===== config.mk =====
export PLATFORM = sky130hd
export DESIGN_NAME = mvu_dma_mc
export DESIGN_NICKNAME = d
export VERILOG_FILES = /design/src/rtl/mvu_dma_mc.sv
export SDC_FILE = /design/constraint.sdc
export NUM_CORES = 1
export LEC_CHECK = 0
export ABC_AREA = 1
export BUFFER_PORTS_ARGS = -buffer_cell sky130_fd_sc_hd__clkbuf_2
export CAP_MARGIN = 20
export CORE_AREA = 5 5 169 212
export DETAILED_ROUTE_END_ITERATION = 8
export DIE_AREA = 0 0 174 217
export GPL_ROUTABILITY_DRIVEN = 0
export PLACE_DENSITY = 0.79
export SLEW_MARGIN = 20
export SYNTH_ARGS = -nofsm -noshare
export SYNTH_HDL_FRONTEND = slang
export SYNTH_SLANG_ARGS = --single-unit

===== constraint.sdc =====
create_clock -name clk -period 3.6 [get_ports clk]
set_input_delay 0 -clock clk [delete_from_list [all_inputs] [get_ports clk]]
set_output_delay 0 -clock clk [all_outputs]
set_load 0.01 [all_outputs]

===== src/rtl/mvu_dma_mc.sv =====
// mvu_dma_mc: multi-channel round-robin DMA packing source words into MVU buffer words, ICB-configured.
module mvu_dma_mc #(
  parameter int NCH = 2,
  parameter int SRC_AW = 32,
  parameter int SRC_DW = 32,
  parameter int DST_AW = 15,
  parameter int DST_DW = 64,
  parameter int LEN_W = 16,
  localparam int CW = (NCH > 1) ? $clog2(NCH) : 1
) (
  input  logic              clk,
  input  logic              rst,
  output logic [SRC_AW-1:0] src_addr,
  output logic              src_valid,
  input  logic              src_ready,
  input  logic [SRC_DW-1:0] src_data,
  output logic [DST_AW-1:0] dst_addr,
  output logic [DST_DW-1:0] dst_data,
  output logic [CW-1:0]     dst_chan,
  output logic              dst_valid,
  input  logic              dst_ready,
  input  logic              icb_cmd_valid,
  output logic              icb_cmd_ready,
  input  logic [31:0]       icb_cmd_addr,
  input  logic              icb_cmd_read,
  input  logic [31:0]       icb_cmd_wdata,
  input  logic [3:0]        icb_cmd_wmask,
  output logic              icb_rsp_valid,
  input  logic              icb_rsp_ready,
  output logic              icb_rsp_err,
  output logic [31:0]       icb_rsp_rdata,
  output logic              dma_irq
);
  localparam int RATIO = DST_DW / SRC_DW;
  localparam int KW = (RATIO > 1) ? $clog2(RATIO) : 1;
  localparam logic [1:0] S_IDLE = 2'd0, S_READ = 2'd1, S_WRITE = 2'd2, S_FIN = 2'd3;

  logic [1:0]        r_state;
  logic [CW-1:0]     r_ch, r_ptr, w_pick, w_cc;
  logic [KW-1:0]     r_k;
  logic [DST_DW-1:0] r_pack;
  logic [SRC_AW-1:0] r_src [NCH];
  logic [SRC_AW-1:0] r_wsrc [NCH];
  logic [DST_AW-1:0] r_dst [NCH];
  logic [DST_AW-1:0] r_wdst [NCH];
  logic [LEN_W-1:0]  r_len [NCH];
  logic [LEN_W-1:0]  r_wlen [NCH];
  logic [NCH-1:0]    r_busy, r_done, r_irq_en, r_err;
  logic              r_rsp_valid, r_rsp_err;
  logic [31:0]       r_rsp_rdata, w_rd;
  logic [11:0]       w_a;
  logic [1:0]        w_off;
  logic              w_chreg, w_stat, w_acc, w_wr, w_any;

  assign w_a = icb_cmd_addr[11:0];
  assign w_off = w_a[3:2];
  assign w_cc = CW'(w_a[7:4]);
  assign w_chreg = w_a[11:8] == 4'd0 && int'(w_a[7:4]) < NCH && w_a[1:0] == 2'd0;
  assign w_stat = w_a == 12'h100;
  assign w_acc = icb_cmd_valid && !r_rsp_valid;
  assign w_wr = w_acc && !icb_cmd_read && icb_cmd_wmask == 4'hF && w_chreg;
  assign w_rd = w_stat ? 32'(r_done & r_irq_en) : !w_chreg ? 32'd0 :
                w_off == 2'd0 ? 32'(r_src[w_cc]) : w_off == 2'd1 ? 32'(r_dst[w_cc]) :
                w_off == 2'd2 ? 32'(r_len[w_cc]) :
                {28'd0, r_err[w_cc], r_irq_en[w_cc], r_done[w_cc], r_busy[w_cc]};

  // Scan downwards so the nearest busy channel after the pointer wins.
  always_comb begin
    w_pick = r_ptr;
    w_any = 1'b0;
    for (int i = NCH; i >= 1; i--) begin
      if (r_busy[CW'((int'(r_ptr) + i) % NCH)]) begin
        w_pick = CW'((int'(r_ptr) + i) % NCH);
        w_any = 1'b1;
      end
    end
  end

  assign src_valid = r_state == S_READ;
  assign src_addr = src_valid ? r_wsrc[r_ch] : '0;
  assign dst_valid = r_state == S_WRITE;
  assign dst_addr = dst_valid ? r_wdst[r_ch] : '0;
  assign dst_data = dst_valid ? r_pack : '0;
  assign dst_chan = r_ch;
  assign icb_cmd_ready = !r_rsp_valid;
  assign icb_rsp_valid = r_rsp_valid;
  assign icb_rsp_err = r_rsp_err;
  assign icb_rsp_rdata = r_rsp_rdata;
  assign dma_irq = |(r_done & r_irq_en);

  always_ff @(posedge clk) begin
    if (rst) begin
      r_state <= S_IDLE;
      r_ch <= '0;
      r_ptr <= CW'(NCH - 1);
      r_k <= '0;
      r_pack <= '0;
      r_busy <= '0;
      r_done <= '0;
      r_irq_en <= '0;
      r_err <= '0;
      r_rsp_valid <= 1'b0;
      r_rsp_err <= 1'b0;
      r_rsp_rdata <= '0;
      for (int c = 0; c < NCH; c++) begin
        r_src[c] <= '0;
        r_wsrc[c] <= '0;
        r_dst[c] <= '0;
        r_wdst[c] <= '0;
        r_len[c] <= '0;
        r_wlen[c] <= '0;
      end
    end else begin
      if (w_acc) begin
        r_rsp_valid <= 1'b1;
        r_rsp_err <= !(w_chreg || w_stat);
        r_rsp_rdata <= icb_cmd_read ? w_rd : 32'd0;
      end else if (icb_rsp_ready) begin
        r_rsp_valid <= 1'b0;
      end
      if (w_wr) begin
        case (w_off)
          2'd0: r_src[w_cc] <= icb_cmd_wdata[SRC_AW-1:0];
          2'd1: r_dst[w_cc] <= icb_cmd_wdata[DST_AW-1:0];
          2'd2: r_len[w_cc] <= icb_cmd_wdata[LEN_W-1:0];
          default: begin
            r_irq_en[w_cc] <= icb_cmd_wdata[1];
            if (icb_cmd_wdata[2]) r_done[w_cc] <= 1'b0;
            if (icb_cmd_wdata[0]) begin
              if (r_busy[w_cc]) begin
                r_err[w_cc] <= 1'b1;
              end else if (r_len[w_cc] == '0) begin
                r_err[w_cc] <= 1'b1;
                r_done[w_cc] <= 1'b1;
              end else begin
                r_busy[w_cc] <= 1'b1;
                r_done[w_cc] <= 1'b0;
                r_err[w_cc] <= 1'b0;
                r_wsrc[w_cc] <= r_src[w_cc];
                r_wdst[w_cc] <= r_dst[w_cc];
                r_wlen[w_cc] <= r_len[w_cc];
              end
            end
          end
        endcase
      end
      // Engine updates come last so a FIN overrides a same-cycle done clear.
      case (r_state)
        S_IDLE: if (w_any) begin
          r_ch <= w_pick;
          r_ptr <= w_pick;
          r_k <= '0;
          r_state <= S_READ;
        end
        S_READ: if (src_ready) begin
          r_pack[r_k*SRC_DW +: SRC_DW] <= src_data;
          r_wsrc[r_ch] <= r_wsrc[r_ch] + SRC_AW'(SRC_DW / 8);
          r_k <= (r_k == KW'(RATIO - 1)) ? '0 : r_k + 1'b1;
          if (r_k == KW'(RATIO - 1)) r_state <= S_WRITE;
        end
        S_WRITE: if (dst_ready) begin
          r_wdst[r_ch] <= r_wdst[r_ch] + 1'b1;
          r_wlen[r_ch] <= r_wlen[r_ch] - 1'b1;
          r_state <= (r_wlen[r_ch] == LEN_W'(1)) ? S_FIN : S_READ;
        end
        default: begin
          r_busy[r_ch] <= 1'b0;
          r_done[r_ch] <= 1'b1;
          r_state <= S_IDLE;
        end
      endcase
    end
  end
endmodule


Word level (Yosys, flattened, before mapping). Memory sizes are Yosys's and may differ from the RTL's. A register that Yosys moved wholly into a read port is not among the register bits. Index checks and enable logic that the tools add are counted.

Bits of input ports: 107. Flip-flop bits (word level): 111. Memories kept: 6. RAM bits: 252.

Memory list: r_src (words 2, bits a word 32, rd ports 1, clocked after Yosys merged registers in 0, wr ports 2, RTL line 42) `logic [SRC_AW-1:0] r_src [NCH];`; r_wsrc (words 2, bits a word 32, rd ports 1, clocked after Yosys merged registers in 1, wr ports 2, RTL line 43) `logic [SRC_AW-1:0] r_wsrc [NCH];`; r_len (words 2, bits a word 16, rd ports 1, clocked after Yosys merged registers in 0, wr ports 2, RTL line 46) `logic [LEN_W-1:0] r_len [NCH];`; r_wlen (words 2, bits a word 16, rd ports 1, clocked after Yosys merged registers in 1, wr ports 2, RTL line 47) `logic [LEN_W-1:0] r_wlen [NCH];`; r_dst (words 2, bits a word 15, rd ports 1, clocked after Yosys merged registers in 0, wr ports 2, RTL line 44) `logic [DST_AW-1:0] r_dst [NCH];`; r_wdst (words 2, bits a word 15, rd ports 1, clocked after Yosys merged registers in 1, wr ports 2, RTL line 45) `logic [DST_AW-1:0] r_wdst [NCH];`.

Reductions and logical operators: 37. Mux-type cells: 125. Bitwise gates (word level): 13. Eq/ne operators: 11. Shifts and indexed selects: 2. $add $sub $neg: 7. Order comparisons: 7.

Operators with widths (number): 2-to-1 mux 32 bit (8); OR reduction 32 bit (3); 2-to-1 mux 16 bit (5); 2-to-1 mux 1 bit (76); bitwise mux 64 bit (1); 2-to-1 mux 64 bit (1); variable shift 32 x 34 -> 64 bit (first input constant) (1); variable part select 32 x 34 -> 64 bit (1); 2-to-1 mux 15 bit (4); 2-to-1 mux 2 bit (25); OR reduction 16 bit (3); OR reduction 15 bit (3); negator 6 -> 34 bit (1); adder 32 x 3 -> 32 bit (second input constant) (1); == test 16 x 1 -> 1 bit (second input constant) (1); logical NOT 16 bit (1); subtractor 16 x 1 -> 16 bit (second input constant) (1); adder 15 x 1 -> 15 bit (second input constant) (1); bitwise AND 2 bit (6); == test 12 x 9 -> 1 bit (second input constant) (1); logical AND 1 bit (8); bitwise OR 2 bit (4); logical NOT 2 bit (3); < comparator 1 x 3 -> 1 bit (second input constant) (2); other kinds (24) (41).

Logic depth before layout (Yosys ltp). Gate-level depths: netlist of run 1.

Word-level depth: 19. Gate-level depth with buffers: 15.

Worst setup path before layout of run 1. OpenSTA, ideal clock, no wires.

Kind: register -> register. Start: register r_state[0]. End: memory r_wdst[0][0], enable pin. Setup slack: 0.997 ns. Period minus slack after synthesis: 2.603 ns. Path buffers: 1. Stages on the path, launching flop included: 9. Setup time: 0.552 ns. Arrival time: 2.050 ns. Cell sequence: dfxtp_1 > inv_1 > nand2_1 > inv_1 > nand3_1 > nor2_1 > inv_1 > clkbuf_1 > nand3_1.

RTL lines: start: declaration (RTL line 38) `logic [1:0] r_state;`; start signal: assignment (RTL line 164) `r_state <= (r_wlen[r_ch] == LEN_W'(1)) ? S_FIN : S_READ;`; end: declaration (RTL line 45).

==> Implementation_results.wiki, run 1 <==
{| class="wikitable"
! Metric !! Value
|-
| Clock-pin slew reported for the worst setup and hold paths after clock tree synthesis || roughly 0.07 ns
|-
| Number of antenna violations at the first check in global routing || 5
|-
| Post-synthesis to final-layout area growth || 16.9%
|-
| Post-Route Utilization || 0.669
|-
| Worst path cell trace || buf_4 > nand2_1 > o21ai_2 > nand3_2 > nor2_2 > nand2_1 > nor2_2 > nand3_1 > nand3_1 > nand2_1
|-
| Sum of net half-perimeters after detailed placement || roughly 38,000 um
|-
| Kind of critical path || flip-flop to flip-flop
|-
| Root Driver || clkbuf_16
|-
| Total via count in the routed design || ~18,000
|-
| Buffers inserted by post-CTS timing repair || 0
|-
| X dimension of the die || 174 um
|-
| Number of setup violations in the final report || 0
|-
| Hold Path Sink || r_done[1]$_SDFF_PP0_
|-
| Mapped Area || 19,100 um2
|-
| TritonCTS buffer count || 36
|-
| Critical path launch point type || flip-flop
|-
| Fraction of post-synthesis cell area in the top cell type by area || 0.396
|-
| Instance count after placement with tap cells included || approximately 3,000
|-
| Max Cap Violations || 0
|-
| Initial DRC Count || just under 2,000
|-
| Clock latency on the worst-skew pair || ~0.53 ns
|-
| Critical-path cell with the highest stage delay || dfxtp_4
|-
| Setup slack, reg-to-reg || a little over 0.9 ns
|-
| Count of antenna-violating nets left after detailed routing || 0
|-
| Post-layout min period || 2.68 ns
|-
| Tightest Pin Transition || around 0.95 ns
|-
| Worst path required time || approximately 3.9 ns
|-
| Worst slew margin || 0.363
|-
| Layout filler cell count || between 2,000 and 3,000
|-
| Layout cell share with drive strength beyond 1 || 0.143
|-
| Average size of a mapped cell || between 7 and 8 um2
|-
| Portion of the clock cycle consumed by the worst path in the final layout || 0.743
|-
| Aggregate negative setup slack || 0 ns
|-
| Initial standard-cell utilization of the core || 0.573
|-
| Post-Syn Instances || around 2,500
|-
| Number of sinks handled by clock tree synthesis || 364
|-
| 1st-pass router iterations || 9
|-
| Finished Layout Cells || around 3,200
|-
| Post-Route Hold Slack || 0.0696 ns
|-
| Critical path capture point type || flip-flop
|-
| Chip Height || between 200 and 250 um
|-
| NumNets Final || 2,830
|-
| Overall fraction of global-route tracks in use || 0.284
|-
| Delay of the slowest critical-path stage || between 0.7 and 0.8 ns
|-
| Outcome || completed
|-
| Global-route wire length before repair || 87,300 um
|-
| Crit-path max FO || 55
|-
| Max frequency || between 0.3 and 0.4 GHz
|-
| Vias in the first global route || about 17,000
|-
| H-tree levels || 2
|-
| Leakage power figure || 10.0 nW
|-
| Net Count, Synth || about 2,600
|-
| Distinct cell type count after synthesis || 41
|-
| Peak ir drop on the vdd network || 0.343 mV
|-
| Min-Delay Startpoint || icb_cmd_wmask[0]
|-
| Hold path cells || 7
|-
| Number of I/O pins || 257
|-
| Multi-input combinational cell area || about 7600 um2
|-
| Post-CTS Resized || 0
|-
| Maximum buffer depth of the clock tree || 3
|-
| Portion of the post-synthesis area used by sequential elements || 0.513
|-
| Terminus of the critical flop-to-flop path || r_wsrc[0][19]$_DFFE_PP_
|-
| Largest net degree at the start of global routing || 91
|-
| Cell type with the highest occurrence count on the critical path || nand2_1
|-
| Worst min-delay path category || input pin to flip-flop
|-
| Biggest area consumer among synthesized cells || edfxtp_1
|-
| Total core area || roughly 33,000 um2
|-
| Final worst clock skew || 0.0107 ns
|-
| Wire length per cell || 17.4 um
|-
| Number of max-slew violations in the final report || 0
|-
| Final WL || between 50,000 and 60,000 um
|-
| CTS tree || built
|-
| Total power per unit cell area || 437 nW/um2
|-
| Row count || 75
|-
| Number of buffers inserted by port buffering || about 240
|-
| Ys Warns || 0
|-
| Grt total ovfl || 0
|-
| Leading post-synthesis cells by cell area || edfxtp_1, nand2_1, dfxtp_1, nor2_1, nand3_1
|-
| Unrepaired setup endpoints after global routing || no
|-
| Detail-routed via count per cell || roughly 5.6
|-
| FF-to-FF path depth || 10
|-
| Area taken by flip-flops and latches || between 9000 and 10,000 um2
|-
| Total Power Consumption || ~9.8 mW
|-
| Post-detailed-route DRC marker count || 0
|-
| Arrival time reported for the critical path endpoint || between 2 and 3 ns
|-
| Flops & latches, synth || roughly 360
|-
| Final-report hold violation count || 0
|-
| Die area || between 30,000 and 40,000 um2
|}
-- critical path: cells and delay by family, from the launching register on --
family / cells / cell delay, ns
flip-flops: 1 / 0.71
AO/OA/AOI/OAI: 1 / 0.16
AND/OR/NAND/NOR: 8 / 1.18
buffers and inverters: 1 / 0.34
-- final cells by class --
| class | instances | area share |
|---|---|---|
| Multi-Input combinational cell | 1676 | 0.338 |
| Sequential cell | 364 | 0.439 |
| Clock buffer | 50 | 0.0454 |
| Timing Repair Buffer | 348 | 0.0992 |
| Tap cell | 423 | 0.0237 |
| Inverter | 293 | 0.0493 |
| Antenna cell | 2 | 0.000224 |
| Clock inverter | 16 | 0.00515 |
-- cells in the mapped netlist (all sizes together) --
library cell / n
xnor2: 1
a21oi: 120
nand4: 18
nor2: 395
o21a: 19
nand3: 222
clkbuf: 65
o211ai: 6
nor3: 5
o221ai: 1
buf: 59
o21ai: 160
edfxtp: 252
clkinv: 3
xor2: 29
mux2i: 2
and2: 10
a31oi: 2
o22ai: 2
or2: 1
a211oi: 1
inv: 290
ha: 4
nand2: 678
dfxtp: 112
-- worst max-delay path by stage --
stage	slack, ns	depth (start not counted)	to	startpoint
3_3_place_gp	0.97	11	r_wsrc[1][24]$_DFFE_PP_	icb_cmd_addr[4]
3_5_place_dp	0.90	11	r_wsrc[0][26]$_DFFE_PP_	icb_cmd_addr[4]
4_1_cts	0.94	10	r_wsrc[0][19]$_DFFE_PP_	flip-flop
6_report	0.92	10	r_wsrc[0][19]$_DFFE_PP_	flip-flop
2_1_floorplan	1.0	8	r_wdst[0][0]$_DFFE_PP_	r_state[0]$_SDFFE_PP0P_
5_1_grt	0.64	12	r_wsrc[0][31]$_DFFE_PP_	flip-flop
-- state kept, by name (all words and copies together), names as in the netlist, 30 cells and up, named ones only --
| register | flops |
|---|---|
| r_dst | 30 |
| icb_rsp_rdata | 32 |
| r_wsrc | 64 |
| r_src | 64 |
| r_wlen | 32 |
| r_pack | 64 |
| r_wdst | 30 |
| r_len | 32 |
-- cell usage in the layout, fill, tap and decap left out, types with 6 or more instances in the layout --
cell	n
dfxtp_1	111
o21ai_2	15
clkinv_2	8
inv_2	9
and2_1	10
a21oi_1	118
clkinv_1	6
clkbuf_16	38
o21ai_1	35
o211ai_1	6
dlygate4sd3_1	73
clkbuf_2	235
buf_4	38
nand2_1	674
edfxtp_1	252
nor2_1	369
o21a_1	19
nand3_1	217
nor2_2	20
xor2_1	29
nand4_1	18
clkbuf_1	10
o21ai_0	110
inv_1	280
-- power breakdown --
part | switching (mW) | internal, mW
Sequential | 0.0677 | 4.68
Combinational | 0.968 | 0.386
Clock | 1.62 | 2.06
-- repair_timing --
action / CTS / global route
hold buffers: 73 / 0
endpoints found under the hold margin: 208 / 0
setup endpoints to repair: 0 / 0
-- metrics by stage --
step,area (um2),setup slack [ns]
2_1_floorplan,19100,0.997
3_3_place_gp,20500,0.966
6_report,22400,0.924
5_1_grt,22400,0.637
3_5_place_dp,20500,0.899
4_1_cts,22300,0.941
-- logic make-up after synthesis --
family / after synthesis / synth area share
compound gates: 311 / 0.0886
flops: 364 / 0.513
mux: 2 / 0.00105
xor+xnor: 30 / 0.0137
buf+inv: 417 / 0.0933
simple gates: 1329 / 0.288
fa+ha+maj: 4 / 0.00262
-- per-layer routing --
| metal | vias to the layer above | routed length (um) | GRT usage | share of wire |
|---|---|---|---|---|
| met5 | - | 44 | 0 | 0.00080 |
| met2 | 985 | 26600 | 0.488 | 0.48 |
| li1 | 8408 | - | - | - |
| met4 | 6 | 2870 | 0.139 | 0.052 |
| met1 | 8093 | 20100 | 0.343 | 0.36 |
| met3 | 220 | 5640 | 0.0587 | 0.10 |
Note: power is estimated with default switching activity, not from simulation.
==> run 2, diff against run 1 <==
Settings changed: CORE_AREA 5 5 169 212 to 5 5 176 221, DIE_AREA 0 0 174 217 to 0 0 181 226, PLACE_DENSITY 0.79 to 0.77.
Clock period 3.6 ns to 2.36 ns, I/O delays scaled along.
==> run 2 against run 1 <==
Net effect:
- utilization is 3.8 points lower
- sequential cell count unchanged
- register-to-register slack got worse by 0.83 ns
- clock power grew 47%
- design area up 3.5%
- via count up 2.9%
- cell count is 4.0% higher
- largest power group unchanged
- largest cell class unchanged
- routed wire length increased by 7.1%
==> Implementation_results.wiki, run 2 (synthesis results as in run 1) <==
{| class="wikitable"
! Metric !! Value
|-
| Most used cells in the layout excluding fill and tap cells || nand2_1, nor2_1, inv_1, edfxtp_1, clkbuf_2
|-
| Number of I/O pins || ~260
|-
| Maximum buffer depth of the clock tree || 3
|-
| Portion of the clock cycle consumed by the worst path in the final layout || 0.959
|-
| Final-report hold violation count || 0
|-
| Kind of critical path || flip-flop to flip-flop
|-
| Max Cap Violations || 0
|-
| Hold Path Sink || icb_rsp_rdata[12]$_SDFFE_PP0N_
|-
| Layout cell share with drive strength beyond 1 || 0.166
|-
| Unrepaired setup endpoints after global routing || yes
|-
| 1st-pass router iterations || 6
|-
| NumNets Final || roughly 2,900
|-
| Worst path required time || between 2 and 3 ns
|-
| Arrival time reported for the critical path endpoint || around 2.7 ns
|-
| Largest registers || r_pack: 64 flops, r_src: 64 flops, r_wsrc: 64 flops
|-
| Min-Delay Startpoint || icb_cmd_addr[3]
|-
| Overall fraction of global-route tracks in use || 0.278
|-
| Die area || just over 40,000 um2
|-
| H-tree levels || 2
|-
| Place WS || -0.0571 ns
|-
| Post-detailed-route DRC marker count || 0
|-
| Leakage power figure || 10.4 nW
|-
| Layout filler cell count || approximately 3,000
|-
| Outcome || completed
|-
| Largest net degree at the start of global routing || a little under 80
|-
| Tightest Pin Transition || just under 0.7 ns
|-
| Crit-path max FO || 14
|-
| Max frequency || 0.442 GHz
|-
| Vias in the first global route || 17,800
|-
| Clock latency on the worst-skew pair || 0.53 ns
|-
| Total power per unit cell area || around 640 nW/um2
|-
| Wire length per cell || roughly 18 um
|-
| Terminus of the critical flop-to-flop path || r_wsrc[1][12]$_DFFE_PP_
|-
| Initial standard-cell utilization of the core || 0.522
|-
| Total core area || between 30,000 and 40,000 um2
|-
| Number of antenna violations at the first check in global routing || 2
|-
| Number of max-slew violations in the final report || 0
|-
| Final antenna diode count || 0
|-
| Leading cell type in the layout, fill and taps excluded || nand2_1
|-
| Row count || just under 80
|-
| Hold path cells || 5
|-
| Final WL || a little under 60,000 um
|-
| Number of sinks handled by clock tree synthesis || about 360
|-
| Initial DRC Count || around 2,100
|-
| Sum of net half-perimeters after detailed placement || around 39,000 um
|-
| Count of antenna-violating nets left after detailed routing || 0
|-
| Global-route wire length before repair || about 92,000 um
|-
| Post-synthesis to final-layout area growth || 21.0%
|-
| Grt total ovfl || 0
|-
| Number of buffers inserted by port buffering || 236
|-
| TritonCTS buffer count || 37
|-
| Detail-routed via count per cell || about 5.5
|-
| Setup slack, reg-to-reg || 0.1 ns
|-
| Critical path capture point type || flip-flop
|-
| Worst min-delay path category || input pin to flip-flop
|-
| Chip Height || about 230 um
|-
| Clock-pin slew reported for the worst setup and hold paths after clock tree synthesis || around 0.060 ns
|-
| X dimension of the die || 181 um
|-
| Total via count in the routed design || around 18,000
|-
| Number of setup violations in the final report || 0
|-
| CTS tree || built
|-
| Critical path launch point type || flip-flop
|-
| Root Driver || clkbuf_16
|-
| Setup slack after layout || 0.0979 ns
|-
| FF-to-FF path depth || 11
|-
| Final worst clock skew || ~0.022 ns
|-
| Total Power Consumption || about 15 mW
|-
| Worst slew margin || 0.547
|-
| Post-layout min period || about 2.3 ns
|-
| Peak ir drop on the vdd network || 0.524 mV
|}
-- run 2: timing repair --
item	4_1_cts	5_1_grt
hold buffers	72	0
resized for setup	4	11
pin swaps	5	2
endpoints found under the hold margin	195	0
setup buffers	3	3
cloned	3	1
endpoints found under the setup margin	80	71
-- run 2: report_power, final --
group / switching, mW / internal [mW]
logic: 1.53 / 0.698
registers: 0.109 / 7.13
clock network: 2.40 / 3.00
total: 4.05 / 10.8
-- run 2: cell type report --
cell class	count	area, um2	share of cell area
multi-input cells	1680	7650	0.330
well taps	486	608	0.0263
repair buffers	412	2890	0.125
clock buffers	52	1020	0.0439
flip-flops and latches	364	9810	0.424
inverters	293	1100	0.0476
clock inverters	13	60.1	0.00260
-- run 2: worst max path at each step --
stage	slack, ns	startpoint	end
6_report	0.1	flip-flop	r_wsrc[1][12]$_DFFE_PP_
5_1_grt	-0.03	flip-flop	r_wdst[0][14]$_DFFE_PP_
4_1_cts	0.03	icb_rsp_valid$_SDFFE_PP0P_	r_wsrc[1][26]$_DFFE_PP_
2_1_floorplan	-0.05	r_len[1][9]$_SDFFCE_PN0P_	r_wsrc[0][0]$_DFFE_PP_
3_3_place_gp	0.008	flip-flop	r_wsrc[0][28]$_DFFE_PP_
3_5_place_dp	-0.06	flip-flop	r_wsrc[1][28]$_DFFE_PP_
-- run 2: metal layers --
layer / track usage / share of wire
met5: 0 / 0.00047
met4: 0.129 / 0.052
met3: 0.0640 / 0.11
met2: 0.484 / 0.49
met1: 0.328 / 0.35
-- run 2: stage by stage --
stage          instance area (um2)   util  hold WS [ns]  cells  setup TNS (ns)
3_5_place_dp                 21200  0.578         0.295   3153          -0.324
3_3_place_gp                 21200  0.578         0.286   3153               0
6_report                     23100  0.631        0.0701   3300               0
2_1_floorplan                19100      -         0.193   2457           -3.31
4_1_cts                      23100  0.629        0.0488   3296               0
5_1_grt                      23100  0.631        0.0667   3300         -0.0307
-- run 2: worst max-delay path, cell delays in order (launching register included) --
cell and delay, ns:
dfxtp_4 0.42, buf_6 0.19, o21ai_2 0.22, ha_4 0.19, nand2_1 0.09, nor2_4 0.17, nand2_2 0.12, nor2_4 0.18
buf_4 0.15, xor2_1 0.20, nand2_1 0.11, nand2_1 0.09
==> run 3, diff against run 2 <==
Settings changed: CORE_AREA 5 5 176 221 to 2 2 173 218, DIE_AREA 0 0 181 226 to 0 0 175 220.
==> run 3 against run 2 <==
Net effect:
- combinational power hardly changed
- fmax increased by 0.63%
- largest cell class unchanged
- critical path type unchanged
- register-to-register slack is essentially flat
==> Implementation_results.wiki, run 3 (synthesis results as in run 1) <==
{| class="wikitable"
! Metric !! Value
|-
| Switching portion of total power || 0.266
|-
| Arrival time reported for the critical path endpoint || approximately 2.6 ns
|-
| P_sw || around 4 mW
|-
| Largest net degree at the start of global routing || between 80 and 90
|-
| Sum of net half-perimeters after detailed placement || between 30,000 and 40,000 um
|-
| CTS tree || built
|-
| Number of max-slew violations in the final report || 0
|-
| Internal power contribution || ~11 mW
|-
| Vias in the first global route || roughly 18,000
|-
| Maximum buffer depth of the clock tree || 3
|-
| Largest registers || r_pack: 64 flops, r_src: 64 flops, r_wsrc: 64 flops
|-
| Overall fraction of global-route tracks in use || 0.300
|-
| Hold path cells || 6
|-
| Leakage power figure || between 10 and 15 nW
|-
| Grt total ovfl || 0
|-
| Die area || between 30,000 and 40,000 um2
|-
| Combinational group share of total power || 0.142
|-
| Post-synthesis to final-layout area growth || 21.9%
|-
| Worst min-delay path category || input pin to flip-flop
|-
| Global-route wire length before repair || 91,000 um
|-
| Leading cell type in the layout, fill and taps excluded || nand2_1
|-
| Number of I/O pins || roughly 260
|-
| Number of antenna violations at the first check in global routing || 1
|-
| Post-detailed-route DRC marker count || 0
|-
| Post-Route Utilization || 0.636
|-
| Final-report hold violation count || 0
|-
| Number of buffers inserted by port buffering || ~240
|-
| Critical path capture point type || flip-flop
|-
| Place WS || -0.0544 ns
|-
| Setup slack, reg-to-reg || 0.11 ns
|-
| Max Cap Violations || 0
|-
| Row count || 79
|-
| Final worst clock skew || roughly 0.029 ns
|-
| Tightest Pin Transition || 0.853 ns
|-
| Total core area || 36,700 um2
|-
| Total power per unit cell area || between 600 and 700 nW/um2
|-
| Chip Height || 220 um
|-
| Initial standard-cell utilization of the core || 0.522
|-
| Final WL || ~59,000 um
|-
| Kind of critical path || flip-flop to flip-flop
|-
| 1st-pass router iterations || 6
|-
| Number of setup violations in the final report || 0
|-
| H-tree levels || 2
|-
| Min-Delay Startpoint || icb_cmd_addr[3]
|-
| Initial DRC Count || 1,843
|-
| Share of power burned in registers || 0.469
|-
| NumNets Final || around 2,900
|-
| X dimension of the die || ~180 um
|-
| Root Driver || clkbuf_16
|-
| TritonCTS buffer count || 37
|-
| Unrepaired setup endpoints after global routing || yes
|-
| Count of antenna-violating nets left after detailed routing || 0
|-
| Clock-pin slew reported for the worst setup and hold paths after clock tree synthesis || roughly 0.070 ns
|-
| Setup slack after layout || about 0.11 ns
|-
| Detail-routed via count per cell || 5.58
|-
| Clock share of power || 0.389
|-
| Post-Route Hold Slack || 0.0664 ns
|-
| Most used cells in the layout excluding fill and tap cells || nand2_1, nor2_1, inv_1, edfxtp_1, clkbuf_2
|-
| Crit-path max FO || 14
|-
| Number of sinks handled by clock tree synthesis || roughly 360
|-
| Wire length per cell || 17.9 um
|-
| Total via count in the routed design || between 15,000 and 20,000
|-
| Peak ir drop on the vdd network || ~0.57 mV
|-
| Clock latency on the worst-skew pair || between 0.5 and 0.6 ns
|-
| Post-layout min period || around 2.2 ns
|-
| Total Power Consumption || approximately 15 mW
|-
| Hold Path Sink || icb_rsp_rdata[0]$_SDFFE_PP0N_
|-
| Worst slew margin || 0.431
|-
| Outcome || completed
|-
| Critical path launch point type || flip-flop
|-
| Portion of the clock cycle consumed by the worst path in the final layout || 0.953
|-
| FF-to-FF path depth || 12
|-
| Terminus of the critical flop-to-flop path || r_wsrc[1][28]$_DFFE_PP_
|-
| Max frequency || between 0.4 and 0.5 GHz
|-
| Worst path required time || 2.66 ns
|-
| Layout cell share with drive strength beyond 1 || 0.169
|}
==> run 3: cell type report <==
type	count	area (um2)
diodes	1	2.50
repair buffers	415	2900
flip-flops and latches	364	9810
inverters	293	1100
fillers	2945	13400
clock buffers	53	1080
multi-input cells	1682	7660
well taps	486	608
clock inverters	15	164
==> run 3: power groups by stage <==
stage                     registers, mW  logic (mW)  clock network [mW]
after detailed placement           7.37        2.03                   0
after floorplan                    7.35        1.27                   0
after global placement             7.35        1.98                   0
after global routing               7.27        2.41                6.32
after CTS                          7.24        2.15                6.06
final                              7.24        2.20                6.01
==> run 3: metal layers <==
layer  wire, um  GRT usage  vias to the layer above  share of wire
li1           -          -                     8578              -
met1      21100      0.354                     8501           0.36
met2      28300      0.505                     1142           0.48
met3       6320     0.0649                      259           0.11
met4       3590      0.176                        0          0.061
met5          0          0                        -              0
==> run 3: what timing repair did <==
item,CTS,global route
endpoints found under the hold margin,225,0
hold buffers,73,0
pin swaps,4,5
resized for setup,2,9
buffers inserted,1,11
gates cloned,4,3
setup endpoints to repair,105,65
==> run 3: worst max-delay path by stage <==
stage | cells after the start | to
after floorplan | 8 | r_wsrc[0][0]$_DFFE_PP_
after global placement | 9 | r_wdst[0][6]$_DFFE_PP_
after detailed placement | 9 | r_wdst[1][8]$_DFFE_PP_
after CTS | 9 | r_wdst[1][1]$_DFFE_PP_
after global routing | 10 | r_wsrc[0][18]$_DFFE_PP_
final | 12 | r_wsrc[1][28]$_DFFE_PP_
==> run 3: worst max-delay path, stage by stage, from the launching register on <==
cell	delay (ns)
dfxtp_4	0.41
buf_6	0.19
o21ai_2	0.19
ha_2	0.24
nand2_1	0.10
nor2_4	0.16
nand2_2	0.13
nor2_4	0.20
nand3_1	0.09
nand2_1	0.06
nand2_1	0.09
nand2_1	0.08
nand2_1	0.06
==> run 3: per-stage QoR <==
stage	area (um2)	TNS (ns)	std cells
finish	23300	0	3309
global route	23300	-0.0562	3308
CTS	23100	0	3294
detailed placement	21100	-0.514	3148
global placement	21100	0	3148
floorplan	19100	-3.31	2457
